--- src/rtl/tank_cmd_sequencer_pkg.sv ---
// Shared constants and types for the tank-game command sequencer.
package tank_cmd_sequencer_pkg;

  // Direction codes understood by the storage ALU.
  localparam logic [7:0] DIR_UP    = 8'h00;
  localparam logic [7:0] DIR_DOWN  = 8'h01;
  localparam logic [7:0] DIR_LEFT  = 8'h03;
  localparam logic [7:0] DIR_RIGHT = 8'h07;

  // Storage object-select codes. 4'b0000 is the RAM write and is never issued here.
  localparam logic [3:0] MODE_T1   = 4'b0001;
  localparam logic [3:0] MODE_P1   = 4'b0011;
  localparam logic [3:0] MODE_T2   = 4'b0101;
  localparam logic [3:0] MODE_P2   = 4'b0111;
  localparam logic [3:0] MODE_IDLE = 4'b1111;

  // Power-on positions, {col, row}.
  localparam logic [7:0] POS_RST_LO = 8'h00;
  localparam logic [7:0] POS_RST_HI = 8'hFF;

  typedef enum logic [2:0] {
    ST_IDLE,
    ST_ISSUE,
    ST_LOAD,
    ST_COMMIT,
    ST_CHECK,
    ST_DONE
  } state_e;

  // Lowest set bit of a slot mask as {found, index}.
  function automatic logic [2:0] first_slot(input logic [3:0] mask);
    logic [2:0] r;
    r = 3'b000;
    if (mask[0])      r = 3'b100;
    else if (mask[1]) r = 3'b101;
    else if (mask[2]) r = 3'b110;
    else if (mask[3]) r = 3'b111;
    return r;
  endfunction

endpackage

--- src/rtl/tank_cmd_sequencer_dir_encode.sv ---
// Key vector {right, left, down, up} to direction code, priority up > down > left > right.
module dir_encode
  import tank_cmd_sequencer_pkg::*;
(
  input  logic [3:0] keys,
  output logic       valid,
  output logic [7:0] dir
);

  // Fixed-priority encode; no key pressed means no move this tick.
  always_comb begin
    valid = 1'b1;
    dir   = DIR_UP;
    if (keys[0])      dir = DIR_UP;
    else if (keys[1]) dir = DIR_DOWN;
    else if (keys[2]) dir = DIR_LEFT;
    else if (keys[3]) dir = DIR_RIGHT;
    else              valid = 1'b0;
  end

endmodule

--- src/rtl/tank_cmd_sequencer.sv ---
// Per-tick command initiator: walks T1, P1, T2, P2 into storage, shadows
// the returned positions and reports projectile hits.
//
//   state     | meaning
//   ----------+----------------------------------------------------------
//   ST_IDLE   | waiting for tick; key latches accumulate
//   ST_ISSUE  | mode/data driven for the current slot (storage ALU registers)
//   ST_LOAD   | mode/data held, load_out strobed
//   ST_COMMIT | updated_pos captured into the slot shadow, advance slot
//   ST_CHECK  | projectile-vs-tank compare on the shadows
//   ST_DONE   | done pulse, hit pulses
module tank_cmd_sequencer
  import tank_cmd_sequencer_pkg::*;
#(
  parameter logic [3:0] IDLE_MODE = MODE_IDLE
) (
  input  logic       clk,
  input  logic       reset,
  input  logic       tick,
  input  logic [3:0] p1_move,
  input  logic       p1_fire,
  input  logic [3:0] p2_move,
  input  logic       p2_fire,
  input  logic [7:0] updated_pos,
  output logic [3:0] mode,
  output logic [7:0] data,
  output logic       load_out,
  output logic       busy,
  output logic       done,
  output logic       p1_hit,
  output logic       p2_hit,
  output logic       overrun
);

  state_e     state_q, state_d;
  logic [1:0] slot_q, slot_d;
  logic [3:0] en_q, en_d;
  logic [3:0] mv1_q, mv1_d, mv2_q, mv2_d;
  logic       fire1_q, fire1_d, fire2_q, fire2_d;
  logic [7:0] sdir1_q, sdir1_d, sdir2_q, sdir2_d;
  logic [7:0] t1_dir_q, t1_dir_d, t2_dir_q, t2_dir_d;
  logic [7:0] p1_dir_q, p1_dir_d, p2_dir_q, p2_dir_d;
  logic       p1_act_q, p1_act_d, p2_act_q, p2_act_d;
  logic [7:0] sh_t1_q, sh_t1_d, sh_p1_q, sh_p1_d;
  logic [7:0] sh_t2_q, sh_t2_d, sh_p2_q, sh_p2_d;
  logic       hit1_q, hit1_d, hit2_q, hit2_d;

  logic [3:0] keys1, keys2;
  logic       fire1_now, fire2_now;
  logic       v1, v2;
  logic [7:0] d1, d2;
  logic       f1_ok, f2_ok;
  logic [3:0] above_mask;
  logic [2:0] pick;
  logic [3:0] cur_mode;
  logic [7:0] cur_data;

  // The accepted tick sees everything latched so far plus this cycle's keys.
  assign keys1     = mv1_q | p1_move;
  assign keys2     = mv2_q | p2_move;
  assign fire1_now = fire1_q | p1_fire;
  assign fire2_now = fire2_q | p2_fire;

  dir_encode u_enc1 (.keys(keys1), .valid(v1), .dir(d1));
  dir_encode u_enc2 (.keys(keys2), .valid(v2), .dir(d2));

  // Current slot's select code and direction.
  always_comb begin
    cur_mode = MODE_T1;
    cur_data = sdir1_q;
    case (slot_q)
      2'd0: begin cur_mode = MODE_T1; cur_data = sdir1_q;  end
      2'd1: begin cur_mode = MODE_P1; cur_data = p1_dir_q; end
      2'd2: begin cur_mode = MODE_T2; cur_data = sdir2_q;  end
      default: begin cur_mode = MODE_P2; cur_data = p2_dir_q; end
    endcase
  end

  // Next-state, latch accumulation, shadow capture and hit detection.
  always_comb begin
    state_d  = state_q;
    slot_d   = slot_q;
    en_d     = en_q;
    mv1_d    = keys1;
    mv2_d    = keys2;
    fire1_d  = fire1_now;
    fire2_d  = fire2_now;
    sdir1_d  = sdir1_q;
    sdir2_d  = sdir2_q;
    t1_dir_d = t1_dir_q;
    t2_dir_d = t2_dir_q;
    p1_dir_d = p1_dir_q;
    p2_dir_d = p2_dir_q;
    p1_act_d = p1_act_q;
    p2_act_d = p2_act_q;
    sh_t1_d  = sh_t1_q;
    sh_p1_d  = sh_p1_q;
    sh_t2_d  = sh_t2_q;
    sh_p2_d  = sh_p2_q;
    hit1_d   = 1'b0;
    hit2_d   = 1'b0;
    f1_ok    = fire1_now & ~p1_act_q;
    f2_ok    = fire2_now & ~p2_act_q;
    above_mask = en_q & ~((4'd2 << slot_q) - 4'd1);
    pick     = first_slot(above_mask);

    case (state_q)
      ST_IDLE: begin
        if (tick) begin
          mv1_d   = 4'd0;
          mv2_d   = 4'd0;
          fire1_d = 1'b0;
          fire2_d = 1'b0;
          sdir1_d = d1;
          sdir2_d = d2;
          // A new projectile inherits the tank heading after this tick's move.
          if (f1_ok) begin
            p1_act_d = 1'b1;
            p1_dir_d = v1 ? d1 : t1_dir_q;
          end
          if (f2_ok) begin
            p2_act_d = 1'b1;
            p2_dir_d = v2 ? d2 : t2_dir_q;
          end
          en_d = {p2_act_q | f2_ok, v2, p1_act_q | f1_ok, v1};
          pick = first_slot(en_d);
          if (pick[2]) begin
            slot_d  = pick[1:0];
            state_d = ST_ISSUE;
          end else begin
            state_d = ST_CHECK;
          end
        end
      end
      ST_ISSUE: state_d = ST_LOAD;
      ST_LOAD:  state_d = ST_COMMIT;
      ST_COMMIT: begin
        case (slot_q)
          2'd0: begin
            sh_t1_d  = updated_pos;
            t1_dir_d = cur_data;
          end
          2'd1: begin
            sh_p1_d = updated_pos;
            if (updated_pos == sh_p1_q) p1_act_d = 1'b0;
          end
          2'd2: begin
            sh_t2_d  = updated_pos;
            t2_dir_d = cur_data;
          end
          default: begin
            sh_p2_d = updated_pos;
            if (updated_pos == sh_p2_q) p2_act_d = 1'b0;
          end
        endcase
        if (pick[2]) begin
          slot_d  = pick[1:0];
          state_d = ST_ISSUE;
        end else begin
          state_d = ST_CHECK;
        end
      end
      ST_CHECK: begin
        if (p1_act_q && (sh_p1_q == sh_t2_q)) begin
          hit1_d   = 1'b1;
          p1_act_d = 1'b0;
        end
        if (p2_act_q && (sh_p2_q == sh_t1_q)) begin
          hit2_d   = 1'b1;
          p2_act_d = 1'b0;
        end
        state_d = ST_DONE;
      end
      ST_DONE: state_d = ST_IDLE;
      default: state_d = ST_IDLE;
    endcase
  end

  // Register update; reset aborts any sequence with no partial commit.
  always_ff @(posedge clk) begin
    if (reset) begin
      state_q  <= ST_IDLE;
      slot_q   <= 2'd0;
      en_q     <= 4'd0;
      mv1_q    <= 4'd0;
      mv2_q    <= 4'd0;
      fire1_q  <= 1'b0;
      fire2_q  <= 1'b0;
      sdir1_q  <= DIR_DOWN;
      sdir2_q  <= DIR_UP;
      t1_dir_q <= DIR_DOWN;
      t2_dir_q <= DIR_UP;
      p1_dir_q <= DIR_DOWN;
      p2_dir_q <= DIR_UP;
      p1_act_q <= 1'b0;
      p2_act_q <= 1'b0;
      sh_t1_q  <= POS_RST_LO;
      sh_p1_q  <= POS_RST_LO;
      sh_t2_q  <= POS_RST_HI;
      sh_p2_q  <= POS_RST_HI;
      hit1_q   <= 1'b0;
      hit2_q   <= 1'b0;
    end else begin
      state_q  <= state_d;
      slot_q   <= slot_d;
      en_q     <= en_d;
      mv1_q    <= mv1_d;
      mv2_q    <= mv2_d;
      fire1_q  <= fire1_d;
      fire2_q  <= fire2_d;
      sdir1_q  <= sdir1_d;
      sdir2_q  <= sdir2_d;
      t1_dir_q <= t1_dir_d;
      t2_dir_q <= t2_dir_d;
      p1_dir_q <= p1_dir_d;
      p2_dir_q <= p2_dir_d;
      p1_act_q <= p1_act_d;
      p2_act_q <= p2_act_d;
      sh_t1_q  <= sh_t1_d;
      sh_p1_q  <= sh_p1_d;
      sh_t2_q  <= sh_t2_d;
      sh_p2_q  <= sh_p2_d;
      hit1_q   <= hit1_d;
      hit2_q   <= hit2_d;
    end
  end

  // Storage-facing outputs decode straight from the state register.
  always_comb begin
    mode     = IDLE_MODE;
    data     = 8'h00;
    load_out = 1'b0;
    if (state_q == ST_ISSUE || state_q == ST_LOAD || state_q == ST_COMMIT) begin
      mode = cur_mode;
      data = cur_data;
    end
    if (state_q == ST_LOAD) load_out = 1'b1;
    busy    = (state_q != ST_IDLE);
    done    = (state_q == ST_DONE);
    p1_hit  = hit1_q;
    p2_hit  = hit2_q;
    overrun = tick & (state_q != ST_IDLE);
  end

endmodule
--- config.mk ---
export PLATFORM = sky130hd
export DESIGN_NAME = tank_cmd_sequencer
export DESIGN_NICKNAME = d
export VERILOG_FILES = /design/src/rtl/tank_cmd_sequencer_pkg.sv /design/src/rtl/tank_cmd_sequencer_dir_encode.sv /design/src/rtl/tank_cmd_sequencer.sv
export SDC_FILE = /design/constraint.sdc
export NUM_CORES = 1
export LEC_CHECK = 0
export BUFFER_PORTS_ARGS = -buffer_cell sky130_fd_sc_hd__buf_2
export CORE_UTILIZATION = 53
export DETAILED_ROUTE_END_ITERATION = 8
export PLACE_DENSITY = 0.87
export SYNTH_ARGS = -nofsm -noshare
export SYNTH_HDL_FRONTEND = slang
export SYNTH_SLANG_ARGS = --single-unit
--- constraint.sdc ---
create_clock -name clk -period 1.7 [get_ports clk]
set_clock_uncertainty 0.05 [all_clocks]
set_input_delay 0 -clock clk [delete_from_list [all_inputs] [get_ports clk]]
set_output_delay 0 -clock clk [all_outputs]
set_load 0.03 [all_outputs]
==> qor.yml <==
drt_iter0_drc: 338
slew_headroom_pct: 62.45
crit_path_top_delay_cell: "dfxtp_4"
cts_tree: "yes"
critPathRequiredTime_ns: 1.93
antenna_found_initial: 0
num_rows: 31
post-synth-top-count-cell: "dfxtp_1"
core-area_um2: 7370
wl_per_cell_um: 16.49
grt_overflow_total: 0
fin_tns_setup_ns: 0
synth_top_area_share_pct: 44.82
critPathArrivalTime_ns: 1.92
cts-root-buf: "clkbuf_8"
synth_edf_count: 0
final_max_slew_viol_count: 0
antenna_cells: 0
synth.largest_area_cell: "dfxtp_1"
synth_cell_types: 44
worstMarginPinSlew_ns: 0.5632
hp-class: "in2reg"
holdWs_ns: 0.04735
leakage_nw: 1.895
yosysWarnings: 0
drtAntennaViolNets: 0
clock_latency_ns: 0.37
dr.pass1.iters: 6
start_kind: "register"
start_util_pct: 55.76
totalWireLength_um: 10640
clock.fmax_mhz: 593.1
cp_max_fo: 5
critPathKind: "reg2reg"
ys.flop_type: "dfxtp_1"
chipWidth_um: 90.05
cap_viol_max_count: 0
syn_to_final_growth_pct: 24.60
status: "completed"
clk_pin_slew_worst_paths_ns: 0.10
peakVddDrop_mv: 0.8735
synth-seq-cells: 92
cts_buffer_depth: 2
min_period_ns: 1.686
crit_chain: "buf_4 -> nand2b_1 -> a21oi_2 -> o21ai_1 -> a31o_2 -> a31oi_1"
syn_avg_cell_area_um2: 8.799
die_area_um2: 8109
drcViolationCount: 0
grt_first_pass_wirelength_um: 17310
hpwl_um: 6906
synth_cells: 467
hold_violations: 0
netlist_top_cells_count: "dfxtp_1 (92), nor2_1 (63), nand2_1 (55)"
ios: 39
setup_viol: 0
max_stage_delay_ns: 0.36
post-route-period-util_pct: 99.18
cts_max_level: 3
grt_max_degree: 37
grt_usage_pct: 26.52
avgViaCountPerCell: 5.819
p_per_area_nw_per_um2: 956.1
numCtsBuffers: 9
clock_sinks: 92
nNetsFinal: 562
layout-drive-gt1-share_pct: 24.18
gp_congestion: 0.9099
port_buffers: 37
num_vias: 3753
synth-async-reset-ratio_pct: 0
syn_area_um2: 4109
cp-end-kind: "register"
yosysSeqAreaShare_pct: 44.82
rsz0062_at_grt: "true"
synth_nets: 488
die_h_um: 90.05
grt_pass1_vias: 3608
synthTopCellsByArea: "dfxtp_1 (45%), nor2_1 (5.8%), mux2i_1 (5.6%)"
[metrics by stage]
| step | power (mW) | setup WS (ns) | util [%] | std cells | cell area, µm² |
|---|---|---|---|---|---|
| 2_1_floorplan | 2.950 | 0.09548 | - | 467 | 4109 |
| 4_1_cts | 4.804 | -0.01236 | 67.83 | 643 | 4999 |
| 3_5_place_dp | 3.239 | -0.06613 | 61.48 | 605 | 4531 |
| 3_3_place_gp | 3.209 | -0.02474 | 61.48 | 605 | 4531 |
| 5_1_grt | 5.074 | -0.05635 | 69.47 | 645 | 5120 |
| 6_report | 4.895 | 0.01394 | 69.47 | 645 | 5120 |
[cells in the final DEF, fill, tap and decap left out, types with 9 or more instances in the layout]
cell	count
dfxtp_1	88
nor2_1	58
nand2_1	53
buf_4	40
buf_2	31
a21oi_1	25
mux2i_1	23
xor2_1	23
nand3_1	19
dlygate4sd3_1	18
and2_1	12
nor2b_1	10
nand3b_1	10
xnor2_1	10
a211o_1	9
nor3_1	9
clkbuf_8	9
[what timing repair did]
action | CTS | global route
hold endpoints to repair | 47 | 0
endpoints found under the setup margin | 14 | 46
pin swaps | 2 | 4
hold buffers | 18 | 0
resized for setup | 18 | 32
cloned | 0 | 0
buffers inserted | 5 | 2
[worst paths after layout]
kind,from,slack (ns),end,cells past startpoint
worst max register to register,slot_q[1]$_SDFFE_PP0P_,0.01,slot_q[0]$_SDFFE_PP0P_,6
worst min-delay path,reset,0.05,t1_dir_q[2]$_SDFFE_PP0P_,2
worst min register to register,p2_dir_q[6]$_SDFFE_PP0P_,0.41,p2_dir_q[6]$_SDFFE_PP0P_,2
worst max-delay path,slot_q[1]$_SDFFE_PP0P_,0.01,slot_q[0]$_SDFFE_PP0P_,6
[flip-flops by register name (all words and copies together) (netlist names), 2 cells and up]
register / cells
p1_dir_q: 8
p2_dir_q: 8
sh_p1_q: 8
sh_p2_q: 8
sh_t1_q: 8
sh_t2_q: 8
t1_dir_q: 8
t2_dir_q: 8
mv1_q: 4
mv2_q: 4
en_q: 3
sdir1_q: 3
sdir2_q: 3
state_q: 3
slot_q: 2
[where the power goes]
group          switching [mW]  total, mW  internal, mW  leakage (nW)
Clock                   0.829       1.53         0.703         0.106
Sequential             0.0825       2.33          2.24         0.749
Combinational           0.613       1.04         0.424          1.04
[layer usage]
| layer | track usage, % | share of wire, % | vias up |
|---|---|---|---|
| met4 | 11.83 | 3.3 | 0 |
| met3 | 5.922 | 7.6 | 42 |
| met5 | 0 | 0 | - |
| met2 | 42.81 | 46 | 175 |
| met1 | 33.90 | 43 | 1791 |
| li1 | - | - | 1745 |
[worst max-delay path: cells and delay by family, from the launching register on]
kind	cells	cell delay, ns
AO/OA/AOI/OAI	4	0.84
buffers and inverters	1	0.15
AND/OR/NAND/NOR	1	0.19
flip-flops	1	0.36
[layout make-up]
cell class	instances	area, µm²
repair buffers	95	720.7
clock inverters	7	81.33
well taps	99	123.9
flip-flops and latches	92	1852
inverters	5	18.77
fillers	516	2250
multi-input cells	338	2200
clock buffers	9	123.9
[kinds of logic (layout without fill, tap and decap cells)]
group                  count (synthesis)  in the layout  share of synthesized area (%)
XOR/XNOR                              33             33                          7.034
multiplexers                          26             26                          7.247
other                                  1              1                        0.09126
AO/OA/AOI/OAI                         64             64                          9.988
AND/OR/NAND/NOR                      214            214                          26.58
buffers and inverters                 37            116                          4.233
flip-flops                            92             92                          44.82
Note: power is estimated with default switching activity, not from simulation.
